--- config.mk ---
export PLATFORM = sky130hd
export DESIGN_NAME = msbs_t3_coef_sim2seq_unload
export DESIGN_NICKNAME = d
export VERILOG_FILES = /design/src/rtl/msbs_t3_coef_sim2seq_unload.sv
export SDC_FILE = /design/constraint.sdc
export NUM_CORES = 1
export LEC_CHECK = 0
export CAP_MARGIN = 40
export CORE_ASPECT_RATIO = 1.4
export CORE_MARGIN = 3
export CORE_UTILIZATION = 30
export CTS_BUF_LIST = sky130_fd_sc_hd__clkbuf_8 sky130_fd_sc_hd__clkbuf_16
export CTS_CLUSTER_SIZE = 20
export DETAILED_ROUTE_END_ITERATION = 6
export GPL_TIMING_DRIVEN = 0
export SETUP_SLACK_MARGIN = 0.2
export SLEW_MARGIN = 0
export SYNTH_ARGS = -nofsm -noshare
export SYNTH_HDL_FRONTEND = slang
export SYNTH_SLANG_ARGS = --single-unit
--- constraint.sdc ---
create_clock -name clk -period 3.14 [get_ports clk]
set_clock_uncertainty 0.2 [all_clocks]
set_input_delay 0.471 -clock clk [delete_from_list [all_inputs] [get_ports clk]]
set_output_delay 0.471 -clock clk [all_outputs]
set_load 0.01 [all_outputs]
--- src/rtl/msbs_t3_coef_sim2seq_unload.sv ---
// t=3 mSBS coefficient unloader: captures a full batch of slots in one load and streams them one per beat.
// Optional build macro MSBS_T3_UNLOAD_SKIP_DEG1_EN skips slots whose deg2 and deg3 flags are both clear.
module msbs_t3_coef_sim2seq_unload #(
  parameter int GF_LEN             = 10,
  parameter int TEST_PATTEN_NUMS   = 8,
  parameter int EQUATION_COEF_NUMS = 4,
  parameter int DIRECTION          = 1
) (
  input  logic clk,
  input  logic in_ctr_Srst,
  input  logic in_ctr_en,
  input  logic in_load_valid,
  output logic out_load_ready,
  input  logic [TEST_PATTEN_NUMS*EQUATION_COEF_NUMS*GF_LEN-1:0] in_coef,
  input  logic [TEST_PATTEN_NUMS-1:0] in_tp_deg2,
  input  logic [TEST_PATTEN_NUMS-1:0] in_tp_deg3,
  output logic out_valid,
  input  logic in_ready,
  output logic [EQUATION_COEF_NUMS*GF_LEN-1:0] out_coef,
  output logic out_deg2,
  output logic out_deg3,
  output logic [$clog2(TEST_PATTEN_NUMS)-1:0] out_tp_idx,
  output logic out_last,
  output logic out_done
);

  localparam int TP = TEST_PATTEN_NUMS;
  localparam int CW = EQUATION_COEF_NUMS * GF_LEN;
  localparam int IW = $clog2(TP);
  localparam bit UP = (DIRECTION != 0);
  localparam logic [IW-1:0] IDX_FIRST = UP ? '0 : IW'(TP - 1);
  localparam logic [IW-1:0] IDX_LAST  = UP ? IW'(TP - 1) : '0;

  typedef enum logic [1:0] {
    S_IDLE   = 2'd0,
    S_STREAM = 2'd1,
    S_DONE   = 2'd2
  } state_t;

  state_t r_state;
  state_t w_state_nxt;

  logic [TP*CW-1:0] r_coef;
  logic [TP-1:0]    r_deg2;
  logic [TP-1:0]    r_deg3;
  logic [IW-1:0]    r_idx;

  logic          w_load_rdy;
  logic          w_load;
  logic          w_beat;
  logic          w_last;
  logic          w_valid;
  logic          w_first_ok;
  logic [IW-1:0] w_first_idx;
  logic [IW-1:0] w_next_idx;

`ifdef MSBS_T3_UNLOAD_SKIP_DEG1_EN
  logic [TP-1:0] w_in_qual;
  logic [TP-1:0] w_qual;
  logic          w_next_ok;

  // Find first qualifying slot of the incoming batch and next qualifying slot after r_idx.
  always_comb begin
    w_in_qual   = in_tp_deg2 | in_tp_deg3;
    w_qual      = r_deg2 | r_deg3;
    w_first_ok  = |w_in_qual;
    w_first_idx = IDX_FIRST;
    w_next_ok   = 1'b0;
    w_next_idx  = r_idx;
    if (UP) begin
      for (int k = TP - 1; k >= 0; k--) begin
        if (w_in_qual[k]) begin
          w_first_idx = IW'(k);
        end
        if (w_qual[k] && (IW'(k) > r_idx)) begin
          w_next_ok  = 1'b1;
          w_next_idx = IW'(k);
        end
      end
    end else begin
      for (int k = 0; k < TP; k++) begin
        if (w_in_qual[k]) begin
          w_first_idx = IW'(k);
        end
        if (w_qual[k] && (IW'(k) < r_idx)) begin
          w_next_ok  = 1'b1;
          w_next_idx = IW'(k);
        end
      end
    end
    w_last = !w_next_ok;
  end
`else
  // Every slot is emitted: step by one, stop at the terminal slot.
  always_comb begin
    w_first_ok  = 1'b1;
    w_first_idx = IDX_FIRST;
    w_next_idx  = UP ? (r_idx + 1'b1) : (r_idx - 1'b1);
    w_last      = (r_idx == IDX_LAST);
  end
`endif

  // Handshake qualification and next-state logic.
  always_comb begin
    w_state_nxt = r_state;
    w_load_rdy  = (r_state == S_IDLE) && in_ctr_en;
    w_load      = w_load_rdy && in_load_valid;
    w_beat      = (r_state == S_STREAM) && in_ready && in_ctr_en;
    unique case (r_state)
      S_IDLE: begin
        if (w_load) begin
          w_state_nxt = w_first_ok ? S_STREAM : S_DONE;
        end
      end
      S_STREAM: begin
        if (w_beat && w_last) begin
          w_state_nxt = S_DONE;
        end
      end
      S_DONE: begin
        w_state_nxt = S_IDLE;
      end
      default: begin
        w_state_nxt = S_IDLE;
      end
    endcase
  end

  // State register; enable low freezes it, reset wins.
  always_ff @(posedge clk) begin
    if (in_ctr_Srst) begin
      r_state <= S_IDLE;
    end else if (in_ctr_en) begin
      r_state <= w_state_nxt;
    end
  end

  // Shadow copy of the batch and the current slot pointer.
  always_ff @(posedge clk) begin
    if (in_ctr_Srst) begin
      r_coef <= '0;
      r_deg2 <= '0;
      r_deg3 <= '0;
      r_idx  <= '0;
    end else if (w_load) begin
      r_coef <= in_coef;
      r_deg2 <= in_tp_deg2;
      r_deg3 <= in_tp_deg3;
      r_idx  <= w_first_idx;
    end else if (w_beat && !w_last) begin
      r_idx  <= w_next_idx;
    end
  end

  // Output mux of registered state; everything zero while not valid.
  always_comb begin
    w_valid        = (r_state == S_STREAM);
    out_load_ready = w_load_rdy;
    out_valid      = w_valid;
    out_done       = (r_state == S_DONE);
    out_coef       = '0;
    out_deg2       = 1'b0;
    out_deg3       = 1'b0;
    out_tp_idx     = '0;
    out_last       = 1'b0;
    if (w_valid) begin
      out_coef   = r_coef[int'(r_idx)*CW +: CW];
      out_deg2   = r_deg2[r_idx];
      out_deg3   = r_deg3[r_idx];
      out_tp_idx = r_idx;
      out_last   = w_last;
    end
  end

endmodule

==> flow_summary.json <==
{
  "synth_warnings": 0,
  "row_count": 101,
  "io_buffers": 388,
  "rsz0062_at_grt": "true",
  "vias": 14373,
  "required_ns": 2.47,
  "setup_tns_ns": 0,
  "ant_nets": 0,
  "placed_area_sq_um": 21700,
  "die_h_um": 286,
  "reg2reg_depth": 7,
  "ys_seq_area_share_pct": 40.7,
  "coreArea_sq_um": 54800,
  "yosys-top-cells-area": "dfxtp_1 41%, a21oi_2 16%, nand2_2 11%",
  "synth_cell_types": 30,
  "yosys.area.top_type": "dfxtp_1",
  "period_needed_ns": 2.91,
  "cap_violations": 0,
  "finalSetupViolCount": 0,
  "synth_common_cells": "374 x nand2_1, 341 x dfxtp_1, 300 x a21oi_2, 300 x nand2_2, 168 x mux2i_1",
  "ys.flop_type": "dfxtp_1",
  "worstHoldStart": "in_ctr_Srst",
  "yosysMostFrequentCell": "nand2_1",
  "die_width_um": 206,
  "clock_latency_ns": 0.54,
  "hold_viol": 0,
  "first_iter_violations": 587,
  "drcViolationCount": 0,
  "ys_ff_latch": 341,
  "postSynth.asyncResetShare_pct": 0,
  "syn_inst": 1788,
  "h-tree-depth": 2,
  "final_cell_area_sq_um": 23700,
  "p_leak_nw": 7.48,
  "grt.total_usage_pct": 21.6,
  "period_share_pct": 92.6,
  "grt_overflow_total": 0,
  "timing.critical_path.arrival_ns": 2.24,
  "synth-edff-count": 0,
  "status": "complete, no violations",
  "areaGrowthSynthToFinish_pct": 41.2,
  "routed_wl_mm": 65.9,
  "cts_buffers": 37,
  "first_global_vias": 15360,
  "cts.sinks": 341,
  "nets": 2586,
  "start_util_pct": 30.6,
  "cts_buffer_depth": 3,
  "dpl.hpwl_mm": 50.9,
  "max_slew_margin_pct": 40.3,
  "holdCritPathClass": "input pin to flop",
  "fillers": 5384,
  "cts_tree": "built",
  "cp_max_fo": 10,
  "clockRootBuffer": "clkbuf_16",
  "path_clk_slew_ns": 0.06,
  "die-area_sq_um": 58900,
  "synthesis.area_sq_um": 16800,
  "yosysTopAreaCellShare_pct": 40.7,
  "drt_first_pass_iters": 4,
  "viasPerCell": 4.79,
  "hold-worst-slack_ns": 0.250,
  "synth_area_per_cell_sq_um": 9.39,
  "gp_congestion": 0.832,
  "dp_cells": 2910,
  "finalNonFillerCells": 3003,
  "grt_pass1_wl_mm": 95.5,
  "power_density_nw_per_um2": 447,
  "postSynthNetCount": 2131,
  "antenna_found_initial": 16,
  "p_total_mw": 10.6,
  "ir_drop_mv": 0.306,
  "worst_slew_pin_slew_ns": 0.896,
  "whs_path_depth": 3,
  "drive_gt1_share_pct": 40.6,
  "worstSetupPathType": "flop to output pin",
  "finalMaxSlewViolations": 0,
  "reg2reg_setup_slack_ns": 1.12,
  "hold_end": "r_idx[1]$_SDFFE_PP0P_",
  "worstSetupEndpointType": "output pin",
  "crit_path_start_kind": "flop",
  "r2r-end": "r_coef[298]$_SDFFE_PP0P_",
  "wl_per_cell_um": 21.9,
  "pin_count": 390,
  "grt_max_degree": 14,
  "r2r_start": "r_state[0]$_SDFFE_PP0P_",
  "fmax_ghz": 0.344
}
==> repair_timing <==
action	in CTS	in global routing
hold buffers	0	0
gates cloned	1	0
endpoints found under the setup margin	44	43
gates resized for setup	235	90
pin swaps	9	0
buffers inserted	13	0
==> power by group <==
group | leakage, nW | switching (mW) | internal (mW) | total (mW)
registers | 2.78 | 0.123 | 4.54 | 4.66
clock network | 0.585 | 1.84 | 2.33 | 4.17
logic | 4.11 | 0.915 | 0.853 | 1.77
==> final cells by class <==
class | count | area (sq um) | area share (%)
Antenna cell | 16 | 40.0 | 0.169
Inverter | 2 | 7.51 | 0.0317
Multi-Input combinational cell | 1293 | 9290 | 39.2
Clock buffer | 45 | 1040 | 4.37
Sequential cell | 341 | 6830 | 28.8
Timing Repair Buffer | 416 | 4050 | 17.1
Clock inverter | 17 | 91.3 | 0.385
Tap cell | 721 | 902 | 3.81
Buffer | 152 | 1450 | 6.10
==> stage by stage <==
| stage | setup WS (ns) | utilization, % |
|---|---|---|
| after CTS | 0.108 | 43.2 |
| after floorplan | 1.11 | - |
| after detailed placement | -0.343 | 39.6 |
| after global routing | 0.185 | 43.2 |
| after global placement | -0.356 | 39.3 |
| final | 0.232 | 43.2 |
==> state kept, by name, summed over array words and instances, names as in the netlist <==
signal,flops
r_coef,320
r_deg2,8
r_deg3,8
r_idx,3
r_state,2
==> critical path, stage by stage (launching register included) <==
cell	delay, ns
dfxtp_2	0.35
buf_8	0.13
buf_12	0.11
buf_4	0.24
mux2i_2	0.32
o22a_1	0.26
o221ai_4	0.13
clkbuf_2	0.15
==> metal layers <==
metal	vias up	global-route usage [%]	routed length (um)
li1	6964	-	-
met1	6923	25.9	26900
met2	379	39.1	34300
met3	107	2.40	2430
met4	0	8.75	2210
met5	-	0	0
==> layout by cell type (no fill, tap or decap), types with 37 or more instances in the layout <==
cell type	Yosys	layout
mux2i_1	168	133
buf_12	33	40
nand2_2	300	300
buf_2	62	49
a21oi_2	300	300
o22a_1	42	41
dfxtp_1	341	337
clkbuf_16	0	37
nand2_1	374	373
clkbuf_1	51	39
clkdlybuf4s50_1	0	344
a21oi_1	39	39
==> worst max-delay path by stage <==
stage	startpoint	endpoint	slack, ns	cells after the start
2_1_floorplan	r_idx[1]$_SDFFE_PP0P_	out_coef[25]	1.11	6
3_3_place_gp	r_state[0]$_SDFFE_PP0P_	out_coef[10]	-0.36	7
3_5_place_dp	r_state[0]$_SDFFE_PP0P_	out_coef[9]	-0.34	7
4_1_cts	r_idx[1]$_SDFFE_PP0P_	out_coef[17]	0.11	7
5_1_grt	r_state[0]$_SDFFE_PP0P_	out_coef[34]	0.18	8
6_report	r_idx[1]$_SDFFE_PP0P_	out_coef[17]	0.23	7
==> kinds of logic after synthesis <==
| logic type | count (synthesis) | share of synthesized area (%) |
|---|---|---|
| AOI/OAI and AO/OA | 428 | 21.4 |
| adders and majority gates | 2 | 0.149 |
| buffers and inverters | 154 | 7.35 |
| DFF | 341 | 40.7 |
| muxes | 168 | 10.0 |
| and+or+nand+nor | 695 | 20.4 |
Power figures use the tool's default switching activity.
==> RTL change (same settings) <==
The 3 states of `state_t` get a one-hot encoding in 3 bits.
--- a/src/rtl/msbs_t3_coef_sim2seq_unload.sv
+++ b/src/rtl/msbs_t3_coef_sim2seq_unload.sv
@@ -33,6 +33,6 @@
 
-  typedef enum logic [1:0] {
-    S_IDLE   = 2'd0,
-    S_STREAM = 2'd1,
-    S_DONE   = 2'd2
+  typedef enum logic [2:0] {
+    S_IDLE   = 3'b001,
+    S_STREAM = 3'b010,
+    S_DONE   = 3'b100
   } state_t;
Formal check against the unedited RTL: no difference found for any inputs over 4 cycles, from zero or initial values and one cycle with in_ctr_Srst high; so few cycles prove little.
==> RTL change against the unedited design <==
Non-clock buffer count is 73 higher; worst hold slack got worse by 0.039 ns; area after synthesis shrank 8.4%; power grew 0.74%; design area decreased by 7.8%; setup slack lost 0.15 ns; sequential share of layout area is 2.5 points higher; maximum frequency fell by 4.9%; routed wire length grew 11%; first-iteration DRC count up 130%; sequential cell count grew 1; count of clock-buffer cells in the layout decreased by 1; largest cell class unchanged.
==> RTL change: results (changes against the unedited design) <==
stage,metric,value,unit,change
setup_path,CP Max Fanout,7,,-3
global_route,vias in the first global route,16164,,+5.2%
min_path,hold path start,in_ctr_Srst,,
global_route,Tot GR Track Use,0.257,,+0.0407
drt,total wire length,72900,µm,+11%
placed_design,placed cell area,20100,µm²,-7.5%
synthesis,top post-synthesis cells by area,"dfxtp_1, mux4_2, a21oi_1, nand3_1, o21ai_0",,
final_layout,FILL cells,4954,,-8.0%
drt,Via density,5.61,,+17%
global_route,antenna violations before repair,5,,-11
sta,Rel. slew slack,0.454,,+0.0509
synthesis,Compound-Gate Fraction of Synth Area,0.247,,+0.0331
synthesis,post-synthesis mux area share,0.123,,+0.0229
pwr,NetSw,2900,µW,+0.69%
setup_path,Max stage delay on crit path,0.48,ns,+0.13 ns
clock_network,buffer levels on the longest clock path,3,,unchanged
synthesis,most instantiated cells after synthesis,"dfxtp_1, a21oi_1, nand3_1, o21ai_0, clkbuf_1",,
setup_path,R2R setup slack,0.93,ns,-0.19 ns
drt,Starting DRT DRC Count,1346,,+130%
clock_network,clock slew at reported path FFs,0.06,ns,about the same
synthesis,Syn Nets,2073,,-2.7%
final_layout,Layout Nets,2537,,-1.9%
synthesis,Yosys cell types,31,,+3.3%
synthesis,Synth Area in Adders,0.00163,,+0.000138
pwr,Total Power,10700,µW,+0.74%
status,outcome,finished clean,,
min_path,sink of the worst hold path,r_idx[0],,
final_layout,layout cells sized above 1,0.140,,-0.265
synthesis,Yosys Warn Count,0,,unchanged
clock_network,clk root buf,clkbuf_16,,
final_layout,biggest regs,"r_coef (320), r_deg2 (8), r_deg3 (8)",,
setup_path,CP max stage cell,mux4_2,,
synthesis,share of synthesized area occupied by flip-flops and latches,0.446,,+0.0388
global_route,first-pass GRT wire length,103000,µm,+7.8%
pwr,Max VDD drop,0.378,mV,+24%
clock_network,worst skew pair latency,0.54,ns,about the same
min_path,Tightest Hold Check Type,in -> reg,,
synthesis,xor/xnor share of the synthesized area,0,,unchanged
clock_network,TritonCTS Buffers,37,,unchanged
global_route,largest net degree at the start of global routing,16,,+2
placed_design,final RePlAce weighted congestion,0.915,,+10%
min_path,worst hold stages,3,,unchanged
drt,drt pass-1 iters,5,,+1
placed_design,DP HPWL,55700,µm,+9.4%
pwr,Pleak,0.00746,µW,-0.31%
placed_design,I/O Buffers,387,,-0.26%
setup_path,Reg-to-Reg Start,r_state[2],,
setup_path,Worst R2R Path Depth,5,,-2
setup_path,r2r endpoint,r_coef[20],,
[RTL change: cell count changes after synthesis, sizes merged, moves of 15 or more]
cell,change
o21ai,+336
clkbuf,+79
nand2,-673
a22o,+42
mux4,+84
mux2i,-168
o22a,-42
o221ai,-42
buf,-15
nand3,+336
[RTL change: how the worst max path moves through the flow]
stage                               to        from  depth (start not counted)  slack [ns]
after floorplan            out_coef[4]    r_idx[0]                          4        0.94
after global placement     out_coef[9]  r_state[0]                          5       -0.85
after detailed placement  out_coef[31]    r_idx[1]                          6       -0.21
after CTS                 out_coef[36]    r_idx[0]                          5        0.03
after global routing          out_deg3    r_idx[0]                          8        0.03
final                         out_deg2    r_idx[0]                          8        0.08
[RTL change: stage by stage]
stage / hold WS [ns] / setup slack (ns) / util / setup TNS, ns / instances
floorplan: 0.251 / 0.943 / - / 0 / 1730
global placement: 0.256 / -0.847 / 0.398 / -31.75 / 2760
detailed placement: 0.265 / -0.215 / 0.399 / -1.46 / 2764
CTS: 0.182 / 0.0251 / 0.431 / 0 / 2850
global route: 0.247 / 0.0286 / 0.434 / 0 / 2867
finish: 0.210 / 0.0818 / 0.434 / 0 / 2867
[RTL change: logic make-up (layout without fill, tap and decap cells)]
kind of cell | Yosys count | in the layout
adder cells (fa/ha/maj) | 2 | 2
buffers and inverters | 218 | 708
AO/OA/AOI/OAI | 725 | 725
AND/OR/NAND/NOR | 359 | 359
other | 0 | 4
multiplexers | 84 | 84
flip-flops | 342 | 342
[RTL change: repair_timing]
action | 4_1_cts | 5_1_grt
setup endpoints to repair | 46 | 44
buffers inserted | 17 | 11
gates cloned | 4 | 1
pin swaps | 27 | 20
gates resized for setup | 196 | 50
[RTL change: power by group through the flow]
stage	Combinational [µW]	Sequential, µW	Clock (µW)
after floorplan	734	4710	0
after global placement	1570	4760	0
after detailed placement	1600	4770	0
after CTS	1620	4680	4430
after global routing	1740	4700	4590
final	1630	4680	4370
[RTL change: final cells by class]
| class | instances | area (µm²) | share of cell area |
|---|---|---|---|
| clock buffer | 44 | 1030 | 0.0473 |
| clock inverter | 21 | 169 | 0.00773 |
| antenna | 4 | 10.0 | 0.000458 |
| multi-input combinational | 1170 | 7580 | 0.347 |
| buffer | 216 | 1150 | 0.0527 |
| inverter | 2 | 10.0 | 0.000458 |
| tap | 643 | 805 | 0.0368 |
| timing repair buffer | 425 | 4250 | 0.194 |
| sequential | 342 | 6850 | 0.314 |
[RTL change: layer usage]
layer  track usage  vias to the layer above  part of all wire
met5             0                        -           0.00014
met4         0.114                        2             0.045
met3        0.0417                      150             0.074
met2         0.459                      774              0.51
met1         0.302                     7800              0.37
li1              -                     7367                 -
